--- src/rtl/pacote_mem.sv ---
`default_nettype none
// +----------------------------------------------------------------------+
// | pacote_mem : shared types and helpers for the data-memory arbiter     |
// | rev 1.0                                                               |
// +----------------------------------------------------------------------+
package pacote_mem;

    localparam int DATA_W_PAD = 32;
    localparam int ADDR_W_PAD = 32;

    typedef enum logic [1:0] {
        OCIOSO   = 2'd0,
        ACESSO   = 2'd1,
        RESPOSTA = 2'd2
    } estado_t;

    // Word access is legal only on a 4-byte boundary.
    function automatic logic alinhado(input logic [1:0] addr_lsb);
        return (addr_lsb == 2'b00);
    endfunction

endpackage
`default_nettype wire

--- src/rtl/arbitro_memoria_dados_if.sv ---
`default_nettype none
// +----------------------------------------------------------------------+
// | arbitro_memoria_dados_if : requester and memory-side bus of arbiter   |
// | rev 1.0                                                               |
// +----------------------------------------------------------------------+
interface arbitro_memoria_dados_if
    import pacote_mem::*;
#(
    parameter int DATA_W = DATA_W_PAD,
    parameter int ADDR_W = ADDR_W_PAD
);
    logic              req0,   req1;
    logic              we0,    we1;
    logic [ADDR_W-1:0] addr0,  addr1;
    logic [DATA_W-1:0] wdata0, wdata1;
    logic              gnt0,   gnt1;
    logic              done0,  done1;
    logic [DATA_W-1:0] rdata0, rdata1;
    logic              err0,   err1;
    logic              mem_write;
    logic              mem_read;
    logic [ADDR_W-1:0] mem_endereco;
    logic [DATA_W-1:0] mem_dado_in;
    logic [DATA_W-1:0] mem_dado_out;

    modport slave (
        input  req0, req1, we0, we1, addr0, addr1, wdata0, wdata1, mem_dado_out,
        output gnt0, gnt1, done0, done1, rdata0, rdata1, err0, err1,
               mem_write, mem_read, mem_endereco, mem_dado_in
    );

    modport master (
        output req0, req1, we0, we1, addr0, addr1, wdata0, wdata1, mem_dado_out,
        input  gnt0, gnt1, done0, done1, rdata0, rdata1, err0, err1,
               mem_write, mem_read, mem_endereco, mem_dado_in
    );

endinterface
`default_nettype wire

--- src/rtl/arbitro_rr2.sv ---
`default_nettype none
// +----------------------------------------------------------------------+
// | arbitro_rr2 : combinational two-way round-robin / fixed-priority pick |
// | rev 1.0                                                               |
// +----------------------------------------------------------------------+
module arbitro_rr2 #(
    parameter bit PRIO_FIXA = 1'b0
) (
    input  wire logic req0,
    input  wire logic req1,
    input  wire logic ultimo,
    output logic      vencedor,
    output logic      valido
);

    always_comb begin
        valido   = req0 | req1;
        vencedor = req1;
        if (req0 && req1) begin
            // On a tie the port not granted last wins, unless port 0 is fixed master.
            vencedor = PRIO_FIXA ? 1'b0 : ~ultimo;
        end
    end

endmodule
`default_nettype wire

--- src/rtl/arbitro_memoria_dados.sv ---
`default_nettype none
// +----------------------------------------------------------------------+
// | arbitro_memoria_dados : shares one data memory between two requesters |
// | rev 1.0                                                               |
// +----------------------------------------------------------------------+
module arbitro_memoria_dados
    import pacote_mem::*;
#(
    parameter int DATA_W    = DATA_W_PAD,
    parameter int ADDR_W    = ADDR_W_PAD,
    parameter bit PRIO_FIXA = 1'b0
) (
    input  wire logic              clk,
    input  wire logic              rst_n,
    arbitro_memoria_dados_if.slave bus
);

    estado_t           r_estado;
    logic              r_dono;
    logic              r_ultimo;
    logic              r_we;
    logic              r_err;
    logic [ADDR_W-1:0] r_addr;
    logic [DATA_W-1:0] r_wdata;
    logic [DATA_W-1:0] r_rdata0;
    logic [DATA_W-1:0] r_rdata1;

    logic              w_vencedor;
    logic              w_valido;
    logic              w_alinhado;
    logic              w_acesso;
    logic              w_resposta;
    logic [DATA_W-1:0] w_rdado;

    arbitro_rr2 #(
        .PRIO_FIXA (PRIO_FIXA)
    ) u_arbitro_rr2 (
        .req0     (bus.req0),
        .req1     (bus.req1),
        .ultimo   (r_ultimo),
        .vencedor (w_vencedor),
        .valido   (w_valido)
    );

    assign w_alinhado = alinhado(r_addr[1:0]);
    assign w_acesso   = (r_estado == ACESSO);
    assign w_resposta = (r_estado == RESPOSTA);
    assign w_rdado    = w_alinhado ? bus.mem_dado_out : '0;

    always_ff @(posedge clk or negedge rst_n) begin
        if (!rst_n) begin
            r_estado <= OCIOSO;
            r_dono   <= 1'b0;
            r_ultimo <= 1'b1;
            r_we     <= 1'b0;
            r_err    <= 1'b0;
            r_addr   <= '0;
            r_wdata  <= '0;
            r_rdata0 <= '0;
            r_rdata1 <= '0;
        end else begin
            case (r_estado)
                // RESPOSTA re-arbitrates so back-to-back accesses need no idle cycle.
                OCIOSO, RESPOSTA: begin
                    if (w_valido) begin
                        r_estado <= ACESSO;
                        r_dono   <= w_vencedor;
                        r_ultimo <= w_vencedor;
                        r_we     <= w_vencedor ? bus.we1    : bus.we0;
                        r_addr   <= w_vencedor ? bus.addr1  : bus.addr0;
                        r_wdata  <= w_vencedor ? bus.wdata1 : bus.wdata0;
                    end else begin
                        r_estado <= OCIOSO;
                    end
                end
                ACESSO: begin
                    r_estado <= RESPOSTA;
                    r_err    <= ~w_alinhado;
                    if (!r_we) begin
                        if (r_dono) r_rdata1 <= w_rdado;
                        else        r_rdata0 <= w_rdado;
                    end
                end
                default: r_estado <= OCIOSO;
            endcase
        end
    end

    assign bus.gnt0   = w_acesso   & ~r_dono;
    assign bus.gnt1   = w_acesso   &  r_dono;
    assign bus.done0  = w_resposta & ~r_dono;
    assign bus.done1  = w_resposta &  r_dono;
    assign bus.err0   = w_resposta & ~r_dono & r_err;
    assign bus.err1   = w_resposta &  r_dono & r_err;
    assign bus.rdata0 = r_rdata0;
    assign bus.rdata1 = r_rdata1;

    // Memory strobes derive from state only, so an async reset drops them at once.
    assign bus.mem_write    = w_acesso &  r_we & w_alinhado;
    assign bus.mem_read     = w_acesso & ~r_we & w_alinhado;
    assign bus.mem_endereco = w_acesso ? r_addr  : '0;
    assign bus.mem_dado_in  = w_acesso ? r_wdata : '0;

endmodule
`default_nettype wire

--- src/flat_wrapper.sv ---
// flat-port wrapper written by rule: the top's interface ports become plain ports
module arbitro_memoria_dados_flat import pacote_mem::*;
#(
    parameter int DATA_W    = DATA_W_PAD,
    parameter int ADDR_W    = ADDR_W_PAD,
    parameter bit PRIO_FIXA = 1'b0
)
  (clk, rst_n, bus_req0, bus_req1, bus_we0, bus_we1, bus_addr0, bus_addr1, bus_wdata0, bus_wdata1, bus_mem_dado_out, bus_gnt0, bus_gnt1, bus_done0, bus_done1, bus_rdata0, bus_rdata1, bus_err0, bus_err1, bus_mem_write, bus_mem_read, bus_mem_endereco, bus_mem_dado_in);
  arbitro_memoria_dados_if #(.DATA_W(DATA_W), .ADDR_W(ADDR_W)) bus_i ();
  input  wire logic clk;
  input  wire logic rst_n;
  input wire logic [$bits(bus_i.req0)-1:0] bus_req0;
  input wire logic [$bits(bus_i.req1)-1:0] bus_req1;
  input wire logic [$bits(bus_i.we0)-1:0] bus_we0;
  input wire logic [$bits(bus_i.we1)-1:0] bus_we1;
  input wire logic [$bits(bus_i.addr0)-1:0] bus_addr0;
  input wire logic [$bits(bus_i.addr1)-1:0] bus_addr1;
  input wire logic [$bits(bus_i.wdata0)-1:0] bus_wdata0;
  input wire logic [$bits(bus_i.wdata1)-1:0] bus_wdata1;
  input wire logic [$bits(bus_i.mem_dado_out)-1:0] bus_mem_dado_out;
  output wire logic [$bits(bus_i.gnt0)-1:0] bus_gnt0;
  output wire logic [$bits(bus_i.gnt1)-1:0] bus_gnt1;
  output wire logic [$bits(bus_i.done0)-1:0] bus_done0;
  output wire logic [$bits(bus_i.done1)-1:0] bus_done1;
  output wire logic [$bits(bus_i.rdata0)-1:0] bus_rdata0;
  output wire logic [$bits(bus_i.rdata1)-1:0] bus_rdata1;
  output wire logic [$bits(bus_i.err0)-1:0] bus_err0;
  output wire logic [$bits(bus_i.err1)-1:0] bus_err1;
  output wire logic [$bits(bus_i.mem_write)-1:0] bus_mem_write;
  output wire logic [$bits(bus_i.mem_read)-1:0] bus_mem_read;
  output wire logic [$bits(bus_i.mem_endereco)-1:0] bus_mem_endereco;
  output wire logic [$bits(bus_i.mem_dado_in)-1:0] bus_mem_dado_in;
  assign bus_i.req0 = bus_req0;
  assign bus_i.req1 = bus_req1;
  assign bus_i.we0 = bus_we0;
  assign bus_i.we1 = bus_we1;
  assign bus_i.addr0 = bus_addr0;
  assign bus_i.addr1 = bus_addr1;
  assign bus_i.wdata0 = bus_wdata0;
  assign bus_i.wdata1 = bus_wdata1;
  assign bus_i.mem_dado_out = bus_mem_dado_out;
  assign bus_gnt0 = bus_i.gnt0;
  assign bus_gnt1 = bus_i.gnt1;
  assign bus_done0 = bus_i.done0;
  assign bus_done1 = bus_i.done1;
  assign bus_rdata0 = bus_i.rdata0;
  assign bus_rdata1 = bus_i.rdata1;
  assign bus_err0 = bus_i.err0;
  assign bus_err1 = bus_i.err1;
  assign bus_mem_write = bus_i.mem_write;
  assign bus_mem_read = bus_i.mem_read;
  assign bus_mem_endereco = bus_i.mem_endereco;
  assign bus_mem_dado_in = bus_i.mem_dado_in;
  arbitro_memoria_dados #(.DATA_W(DATA_W), .ADDR_W(ADDR_W), .PRIO_FIXA(PRIO_FIXA)) u_core (.clk(clk), .rst_n(rst_n), .bus(bus_i));
endmodule
--- config.mk ---
export PLATFORM = sky130hd
export DESIGN_NAME = arbitro_memoria_dados_flat
export DESIGN_NICKNAME = d
export VERILOG_FILES = /design/src/rtl/pacote_mem.sv /design/src/rtl/arbitro_memoria_dados_if.sv /design/src/rtl/arbitro_rr2.sv /design/src/rtl/arbitro_memoria_dados.sv /design/src/flat_wrapper.sv
export SDC_FILE = /design/constraint.sdc
export NUM_CORES = 1
export LEC_CHECK = 0
export BUFFER_PORTS_ARGS = -buffer_cell sky130_fd_sc_hd__buf_2
export CAP_MARGIN = 0
export CORE_ASPECT_RATIO = 0.9
export CORE_UTILIZATION = 46
export DETAILED_ROUTE_END_ITERATION = 8
export PLACE_DENSITY_LB_ADDON = 0.1
export SLEW_MARGIN = 10
export SYNTH_ARGS = -nofsm -noshare
export SYNTH_HDL_FRONTEND = slang
export SYNTH_SLANG_ARGS = --single-unit
--- constraint.sdc ---
create_clock -name clk -period 1.88 [get_ports clk]
set_input_delay 0.094 -clock clk [delete_from_list [all_inputs] [get_ports clk]]
set_output_delay 0.094 -clock clk [all_outputs]
set_load 0.01 [all_outputs]
==> flow_metrics.env, run 1 <==
export IMPL_max_vdd_ir_drop_v=0.000750
export IMPL_core_mm2=0.0128
export IMPL_rsz0062_at_grt="false"
export IMPL_drc_errors=0
export IMPL_synth_distinct_cells=25
export IMPL_yosys_register_bits=134
export IMPL_fp_dieW_um=123
export IMPL_seq_area_frac_synth_pct=55.0
export IMPL_critPathLaunchType="register"
export IMPL_crit_fanout=38
export IMPL_fin_worst_skew_ns=0.00664
export IMPL_start_util_pct=47.5
export IMPL_yosysWarnings=0
export IMPL_post_cts_setup_buffer_count=0
export IMPL_drt_initial_drc_count=510
export IMPL_synth_top_area_share_pct=54.6
export IMPL_max_cap_viol_count=0
export IMPL_crit_family="buffers and inverters"
export IMPL_drive_gt1_share_pct=32.8
export IMPL_rows=39
export IMPL_via_count=6696
export IMPL_cts_tree="done"
export IMPL_grt_pass1_vias=6828
export IMPL_die_h_um=111
export IMPL_cts_sinks=134
export IMPL_dp_hpwl_mm=11.8
export IMPL_cts_buffers_inserted=17
export IMPL_viasPerCell=5.08
export IMPL_num_io_pins=302
export IMPL_grt_ovfl_total=0
export IMPL_finalCriticalPeriod_ns=1.78
export IMPL_synth_area_mm2=0.00610
export IMPL_ctsHtreeMaxLevel=4
export IMPL_antenna_left=0
export IMPL_antenna_found_initial=2
export IMPL_syn_instance_count=694
export IMPL_cpPeakStageDelay_ns=0.40
export IMPL_track_usage_pct=31.6
export IMPL_setup_tns_ns=0
export IMPL_crit_buf_inv=3
export IMPL_leakagePower_uw=0.00505
export IMPL_worst_pin_slew_ns=0.418
export IMPL_hold_path_class="primary input to asynchronous set/reset pin"
export IMPL_firstDrtPassIters=5
export IMPL_nets=1305
export IMPL_critPathCaptureType="primary output"
export IMPL_setup_violations_final=0
export IMPL_cts_root_to_sink_buffers=2
export IMPL_slew_headroom_pct=72.1
export IMPL_grt_max_degree=76
export IMPL_finalCritPeriodShare_pct=94.6
export IMPL_path_class="register to primary output"
export IMPL_grt_pass1_wl_mm=33.2
export IMPL_syn_num_nets=860
export IMPL_outcome="finished clean"
export IMPL_slew_violations=0
export IMPL_synth_area_per_cell_um2=8.79
export IMPL_critPathRequiredTime_ns=1.79
export IMPL_slowest_stage="dfrtp_1"
export IMPL_cts_root_buf="clkbuf_16"
export IMPL_fmax_ghz=0.563
export IMPL_clkLatencyLatePin_ns=0.41
export IMPL_p_per_area_mw_per_mm2=1130
export IMPL_fin_hold_ws_ns=0.153
export IMPL_hold_viol=0
export IMPL_area_growth_pct=64.0
export IMPL_arrival_ns=1.68
export IMPL_synth_top_area_cell="dfrtp_1"
export IMPL_port_buffers=301
export IMPL_synth_area_leaders="dfrtp_1 (55%), nand2_1 (14%), a31oi_1 (6.8%)"
export IMPL_fill_cells=816
export IMPL_routedWlPerCell_um=16.0
export IMPL_clk_pin_slew_ns=0.06
export IMPL_drt_total_wl_mm=21.1
export IMPL_path_cells="nand2b_2, inv_2, buf_12, and2_1, buf_2"
export IMPL_place_congestion=0.787
export IMPL_die_area_mm2=0.0137
## cell usage in the layout (no fill, tap or decap), types with 2 or more instances in the layout
cell | Yosys | final
nand2_1 | 227 | 227
dfrtp_1 | 133 | 133
clkbuf_1 | 22 | 4
o21ai_2 | 27 | 27
and3_1 | 3 | 3
clkbuf_16 | 0 | 17
buf_4 | 2 | 5
inv_1 | 3 | 2
bufinv_16 | 0 | 3
o21ai_0 | 31 | 31
clkbuf_8 | 0 | 2
clkinvlp_4 | 0 | 2
clkinv_2 | 0 | 4
buf_12 | 0 | 7
nor2_1 | 68 | 67
diode_2 | 0 | 2
buf_2 | 20 | 300
o21ai_1 | 7 | 7
a31oi_1 | 66 | 66
and2_1 | 66 | 66
dlygate4sd3_1 | 0 | 165
## where the power goes
part | switching, µW | internal [µW] | leakage (µW) | total (µW)
combinational | 1990 | 1600 | 0.00313 | 3590
sequential | 503 | 3820 | 0.00164 | 4320
clock | 1210 | 2150 | 0.000287 | 3350
## through the flow
stage / power, µW / setup WS (ns) / instance area, µm² / utilization, % / cells
floorplan: 6120 / 0.459 / 6100 / - / 694
global placement: 7500 / 0.413 / 7740 / 60.3 / 1119
detailed placement: 7570 / 0.380 / 7740 / 60.3 / 1119
CTS: 11200 / 0.0181 / 9990 / 77.8 / 1316
global route: 12000 / 0.0116 / 10000 / 78.0 / 1318
finish: 11300 / 0.102 / 10000 / 78.0 / 1318
## path summary, 6_finish.rpt
| kind | from | endpoint | slack [ns] | cells after the start |
|---|---|---|---|---|
| worst max register to register | u_core.r_ultimo | u_core.r_wdata[8] | 0.35 | 4 |
| max in group asynchronous | rst_n | u_core.bus.rdata0[9] | 1.04 | 3 |
| worst min-delay path | rst_n | u_core.bus.rdata0[24] | 0.15 | 2 |
| min in group clk | bus_req1 | u_core.r_dono | 0.17 | 3 |
| worst min register to register | u_core.bus.rdata1[7] | u_core.bus.rdata1[7] | 0.47 | 2 |
| worst max-delay path | u_core.r_estado[1] | bus_mem_dado_in[8] | 0.10 | 5 |
## registers in the layout, summed over array words and instances, names as in the netlist
name,count
u_core.r_estado,2
u_core.bus.rdata0,32
u_core.bus.rdata1,32
u_core.r_addr,32
u_core.r_dono,1
u_core.r_ultimo,1
u_core.r_wdata,32
u_core.r_err,1
u_core.r_we,1
## routing by layer
metal / part of all wire (%) / wire length, µm / global-route usage, %
met5: 0 / 0 / 0
met4: 5.1 / 1060 / 17.9
met3: 8.0 / 1680 / 9.41
met2: 50 / 10500 / 53.8
met1: 37 / 7820 / 34.7
## cells by family (layout without fill, tap and decap cells)
group | Yosys count | count (layout) | synth area share (%)
AND/OR/NAND/NOR | 368 | 368 | 25.8
flip-flops | 134 | 134 | 55.0
other | 0 | 2 | 0
AO/OA/AOI/OAI | 136 | 136 | 14.4
buffers and inverters | 56 | 514 | 4.84
## cell usage after synthesis
master,n
a21bo_2,1
a21boi_0,1
a21oi_1,1
a31oi_1,66
and2_1,66
and3_1,3
buf_1,2
buf_2,20
buf_4,2
buf_6,7
clkbuf_1,22
dfrtp_1,133
dfstp_2,1
inv_1,3
nand2_1,227
nand2b_1,1
nand4bb_1,1
nor2_1,68
nor4_1,1
o21ai_0,31
o21ai_1,7
o21ai_2,27
o21ba_2,1
o22ai_1,1
or4b_1,1
## repair_timing
action	4_1_cts	5_1_grt
endpoints found under the hold margin	214	0
hold buffers	165	0
resized for setup	2	5
endpoints found under the setup margin	39	65
## final cells by class
class,instances,area [µm²],area share (%)
diodes,2,5.00,0.0500
repair buffers,479,3360,33.5
well taps,164,205,2.05
clock buffers,23,468,4.68
inverters,3,11.3,0.113
multi-input cells,504,2480,24.8
flip-flops and latches,134,3350,33.5
clock inverters,9,125,1.25
(Power assumes the default switching activity.)
==> run 2, diff against run 1 <==
--- a/config.mk
+++ b/config.mk
@@ -8,7 +8,7 @@
 export BUFFER_PORTS_ARGS = -buffer_cell sky130_fd_sc_hd__buf_2
 export CAP_MARGIN = 0
 export CORE_ASPECT_RATIO = 0.9
-export CORE_UTILIZATION = 46
+export CORE_UTILIZATION = 40
 export DETAILED_ROUTE_END_ITERATION = 8
 export PLACE_DENSITY_LB_ADDON = 0.1
 export SLEW_MARGIN = 10
==> run 2 against run 1 <==
Compared with the run above: utilization fell by 9.0 points; die area up 15%; global-route usage shrank 5.1 points; combinational power is 3% higher; via count decreased by 1.7%; clock-buffer cell count down 4; setup slack lost 0.049 ns; hold slack gained 0.042 ns; first-iteration DRC count is 42% lower; design area increased by 2.2%; sequential cell count stayed put; critical path type is now register to register; highest routed layer unchanged.
==> flow_metrics.env, run 2 (same netlist as run 1, synthesis figures left out) <==
export IMPL_outcome="finished clean"
export IMPL_cts_root_buf="clkbuf_16"
export IMPL_drt_total_wl_mm=21.0
export IMPL_die_h_um=119
export IMPL_grt_ovfl_total=0
export IMPL_die_area_mm2=0.0158
export IMPL_r2r_end="u_core.r_addr[7]"
export IMPL_crit_fanout=11
export IMPL_antenna_found_initial=0
export IMPL_rrSetupSlack_ns=0.05
export IMPL_fp_dieW_um=132
export IMPL_track_usage_pct=26.5
export IMPL_grt_max_degree=81
export IMPL_dp_hpwl_mm=11.7
export IMPL_port_buffers=301
export IMPL_viasPerCell=4.84
export IMPL_hold_viol=0
export IMPL_setup_tns_ns=0
export IMPL_layout_commonest_cell="buf_2"
export IMPL_fin_hold_ws_ns=0.195
export IMPL_slowest_stage="dfstp_2"
export IMPL_fin_worst_skew_ns=0.00965
export IMPL_crit_family="buffers and inverters"
export IMPL_critPathCaptureType="register"
export IMPL_hold_path_class="primary input to asynchronous set/reset pin"
export IMPL_n_antenna_cell=0
export IMPL_drt_initial_drc_count=295
export IMPL_nets=1314
export IMPL_crit_buf_inv=2
export IMPL_core_mm2=0.0148
export IMPL_finalCriticalPeriod_ns=1.83
export IMPL_leakagePower_uw=0.00513
export IMPL_cts_sinks=134
export IMPL_clkLatencyLatePin_ns=0.42
export IMPL_slew_violations=0
export IMPL_cts_root_to_sink_buffers=2
export IMPL_r2r_start="u_core.r_ultimo"
export IMPL_ctsHtreeMaxLevel=4
export IMPL_drive_gt1_share_pct=33.7
export IMPL_place_congestion=0.760
export IMPL_final_cell_mix="buf_2 (300), nand2_1 (227), dlygate4sd3_1 (165)"
export IMPL_routedWlPerCell_um=15.5
export IMPL_via_count=6583
export IMPL_rows=42
export IMPL_max_cap_viol_count=0
export IMPL_cpPeakStageDelay_ns=0.58
export IMPL_arrival_ns=2.17
export IMPL_max_vdd_ir_drop_v=0.000706
export IMPL_grt_pass1_wl_mm=32.6
export IMPL_clk_pin_slew_ns=0.06
export IMPL_drc_errors=0
export IMPL_num_io_pins=302
export IMPL_setup_violations_final=0
export IMPL_path_cells="a21bo_4, buf_12, nand2_1, a31oi_1, dlygate4sd3_1"
export IMPL_critPathRequiredTime_ns=2.23
export IMPL_rsz0062_at_grt="true"
export IMPL_antenna_left=0
export IMPL_cts_tree="done"
export IMPL_critPathLaunchType="register"
export IMPL_cts_buffers_inserted=17
export IMPL_start_util_pct=41.2
export IMPL_reg2reg_depth=5
export IMPL_area_growth_pct=67.6
export IMPL_slew_headroom_pct=66.7
export IMPL_finalCritPeriodShare_pct=97.2
export IMPL_path_class="register to register"
export IMPL_worst_pin_slew_ns=0.499
export IMPL_fmax_ghz=0.547
export IMPL_p_per_area_mw_per_mm2=1110
export IMPL_report_power_total_uw=11300
export IMPL_grt_pass1_vias=6697
export IMPL_firstDrtPassIters=4
## run 2: timing repair
item / 4_1_cts / 5_1_grt
hold buffers: 165 / 0
setup buffers: 0 / 2
cloned: 1 / 4
endpoints found under the hold margin: 173 / 0
endpoints found under the setup margin: 8 / 37
gates resized for setup: 3 / 4
pin swaps: 0 / 1
## run 2: how the worst max path moves through the flow
stage / from / endpoint / slack, ns / cells after the start
floorplan: u_core.r_estado[1] / u_core.bus.rdata0[0] / 0.46 / 5
global placement: u_core.r_we / u_core.bus.rdata0[7] / 0.32 / 4
detailed placement: u_core.r_we / u_core.bus.rdata0[10] / 0.28 / 4
CTS: u_core.r_estado[0] / u_core.r_addr[13] / 0.02 / 5
global route: u_core.r_estado[1] / bus_mem_write / -0.01 / 5
finish: u_core.r_ultimo / u_core.r_addr[7] / 0.05 / 5
## run 2: cell type report
| type | count | area [µm²] |
|---|---|---|
| Fill cell | 1163 | 4600 |
| Timing Repair Buffer | 488 | 3530 |
| Sequential cell | 134 | 3360 |
| Multi-Input combinational cell | 504 | 2490 |
| Clock buffer | 19 | 443 |
| Tap cell | 198 | 248 |
| Clock inverter | 13 | 148 |
| Inverter | 3 | 13.8 |
## run 2: where the power goes
| part | total (µW) | internal [µW] | switching (µW) | leakage, µW |
|---|---|---|---|---|
| clock | 3300 | 2000 | 1300 | 0.000277 |
| combinational | 3710 | 1710 | 2000 | 0.00321 |
| sequential | 4330 | 3820 | 513 | 0.00164 |
## run 2: metal layers
layer  global-route usage [%]  share of wire [%]  up-vias
li1                         -                  -     3186
met1                     30.7                 41     3057
met2                     45.3                 50      279
met3                     7.32                5.8       61
met4                     12.9                3.5        0
met5                        0                  0        -
## run 2: through the flow
step	area, µm²	setup slack [ns]	std cells	utilization [%]
detailed placement	7820	0.285	1155	52.8
finish	10200	0.0530	1359	69.0
CTS	10100	0.0188	1353	68.1
global route	10200	-0.0111	1359	69.0
floorplan	6100	0.459	694	-
global placement	7820	0.321	1155	52.8
==> run 3, diff against run 2 <==
--- a/config.mk
+++ b/config.mk
@@ -11,6 +11,7 @@
 export CORE_UTILIZATION = 40
 export DETAILED_ROUTE_END_ITERATION = 8
 export PLACE_DENSITY_LB_ADDON = 0.1
+export REMOVE_ABC_BUFFERS = 1
 export SLEW_MARGIN = 10
 export SYNTH_ARGS = -nofsm -noshare
 export SYNTH_HDL_FRONTEND = slang
==> run 3 against run 2 <==
Compared with the run above: critical endpoint is now bus_mem_dado_in[14]; combinational power is 3% lower; setup slack better by 0.031 ns; global-route usage hardly changed; largest cell class unchanged; utilization is 0.40 points lower.
==> flow_metrics.env, run 3 (same netlist as run 1, synthesis figures left out) <==
export IMPL_outcome="finished clean"
export IMPL_num_io_pins=302
export IMPL_startpoint="u_core.r_estado[1]"
export IMPL_cts_root_buf="clkbuf_16"
export IMPL_final_cell_mix="buf_2 (300), nand2_1 (227), dlygate4sd3_1 (165)"
export IMPL_layout_cells_non_filler=1353
export IMPL_critPathLaunchType="register"
export IMPL_ctsHtreeMaxLevel=4
export IMPL_fmax_ghz=0.557
export IMPL_cts_root_to_sink_buffers=2
export IMPL_via_count=6532
export IMPL_path_class="register to primary output"
export IMPL_viasPerCell=4.83
export IMPL_slew_violations=0
export IMPL_cts_sinks=134
export IMPL_final_setup_worst_slack_ns=0.0842
export IMPL_r2r_end="u_core.r_wdata[3]"
export IMPL_firstDrtPassIters=6
export IMPL_min_path_cells=2
export IMPL_internal_power_uw=7820
export IMPL_rsz0062_at_grt="false"
export IMPL_place_congestion=0.761
export IMPL_p_per_area_mw_per_mm2=1140
export IMPL_design_area_mm2=0.0102
export IMPL_dpl_cell_area_mm2=0.00786
export IMPL_cts_buffers_inserted=17
export IMPL_area_growth_pct=66.6
export IMPL_die_area_mm2=0.0158
export IMPL_clk_pin_slew_ns=0.06
export IMPL_reg2reg_depth=4
export IMPL_clkPwrFrac_pct=31.7
export IMPL_die_h_um=119
export IMPL_cts_tree="done"
export IMPL_track_usage_pct=26.6
export IMPL_max_vdd_ir_drop_v=0.000661
export IMPL_port_buffers=301
export IMPL_dp_hpwl_mm=11.9
export IMPL_hold_viol=0
export IMPL_fin_worst_skew_ns=0.00908
export IMPL_grt_pass1_vias=6650
export IMPL_drc_errors=0
export IMPL_rows=42
export IMPL_antenna_found_initial=1
export IMPL_power_share_combinational_pct=31.0
export IMPL_setup_violations_final=0
export IMPL_start_util_pct=41.2
export IMPL_worst_pin_slew_ns=0.537
export IMPL_arrival_ns=1.70
export IMPL_whs_endpoint="u_core.r_estado[0]"
export IMPL_placed_cells=1155
export IMPL_finalCriticalPeriod_ns=1.80
export IMPL_layout_commonest_cell="buf_2"
export IMPL_critPathRequiredTime_ns=1.79
export IMPL_post_cts_setup_buffer_count=0
export IMPL_grt_max_degree=66
export IMPL_hold_path_class="primary input to register"
export IMPL_finalCritPeriodShare_pct=95.5
export IMPL_antenna_left=0
export IMPL_path_cells="nand2b_2, inv_2, buf_12, and2_1, buf_2"
export IMPL_drt_initial_drc_count=439
export IMPL_report_power_total_uw=11600
export IMPL_crit_fanout=34
export IMPL_leakagePower_uw=0.00511
export IMPL_cpPeakStageDelay_ns=0.41
export IMPL_netSwitchingPower_uw=3770
export IMPL_setup_tns_ns=0
export IMPL_drive_gt1_share_pct=33.3
export IMPL_drt_total_wl_mm=20.1
export IMPL_clkLatencyLatePin_ns=0.42
export IMPL_slowest_stage="dfrtp_1"
export IMPL_fp_dieW_um=132
export IMPL_grt_ovfl_total=0
export IMPL_slew_headroom_pct=64.2
export IMPL_routedWlPerCell_um=14.9
export IMPL_critPathCaptureType="primary output"
export IMPL_max_cap_viol_count=0
export IMPL_seq_power_share_pct=37.3
export IMPL_fill_cells=1160
export IMPL_swShare_pct=32.5
export IMPL_rrSetupSlack_ns=0.30
export IMPL_core_mm2=0.0148
export IMPL_worstHoldStart="bus_req1"
export IMPL_nets=1307
export IMPL_grt_pass1_wl_mm=32.9
export IMPL_r2r_start="u_core.r_estado[0]"
export IMPL_place_ws_ns=0.381
==> run 3: changes by cell type in the layout (fill, tap and decap cells not counted), moves of 2 or more <==
cell | previous run | this run
buf_16 | 2 | 0
clkinvlp_4 | 4 | 0
clkbuf_16 | 21 | 17
bufinv_16 | 2 | 5
buf_12 | 7 | 11
buf_4 | 9 | 4
==> run 3: per-stage QoR <==
| stage | hold slack (ns) | utilization (%) |
|---|---|---|
| after floorplan | -0.202 | - |
| after global placement | 0.101 | 53.0 |
| after detailed placement | 0.0985 | 53.0 |
| after CTS | 0.178 | 68.5 |
| after global routing | 0.181 | 68.6 |
| final | 0.196 | 68.6 |
==> run 3: area by class of cell <==
type                    count  area [µm²]  area share [%]
repair buffers            481        3410            33.6
inverters                   3        11.3           0.111
multi-input cells         504        2480            24.4
flip-flops and latches    134        3360            33.0
clock buffers              18         429            4.22
well taps                 198         248            2.44
diodes                      1        2.50          0.0246
clock inverters            14         221            2.18
==> run 3: timing repair <==
action	CTS	global route
hold endpoints to repair	177	0
hold buffers	165	0
endpoints found under the setup margin	2	16
cloned	0	0
resized for setup	1	2
==> run 3: critical path: cells and delay by family, from the launching register on <==
kind,cells,cell delay (ns)
flip-flops,1,0.41
buffers and inverters,3,0.44
AND/OR/NAND/NOR,2,0.42
==> run 3: power by group through the flow <==
stage / Combinational (µW) / Sequential, µW / Clock (µW)
2_1_floorplan: 1470 / 4570 / 0
3_3_place_gp: 3250 / 4320 / 0
3_5_place_dp: 3280 / 4350 / 0
4_1_cts: 3570 / 4310 / 3750
5_1_grt: 3980 / 4450 / 3870
6_report: 3590 / 4320 / 3670
==> run 3: worst max path at each step <==
stage,endpoint,cells after the start,slack [ns]
floorplan,u_core.r_addr[0],3,-2.36
global placement,u_core.bus.rdata0[2],4,0.41
detailed placement,u_core.r_wdata[26],4,0.38
CTS,bus_mem_dado_in[17],5,0.05
global route,bus_mem_dado_in[17],5,0.02
finish,bus_mem_dado_in[14],5,0.08
==> run 3: layer usage <==
layer	up-vias	routed length [µm]	track usage, %
met4	0	542	11.4
met2	286	9890	44.9
met5	-	0	0
met1	3014	8270	32.2
met3	51	1420	6.90
li1	3181	-	-
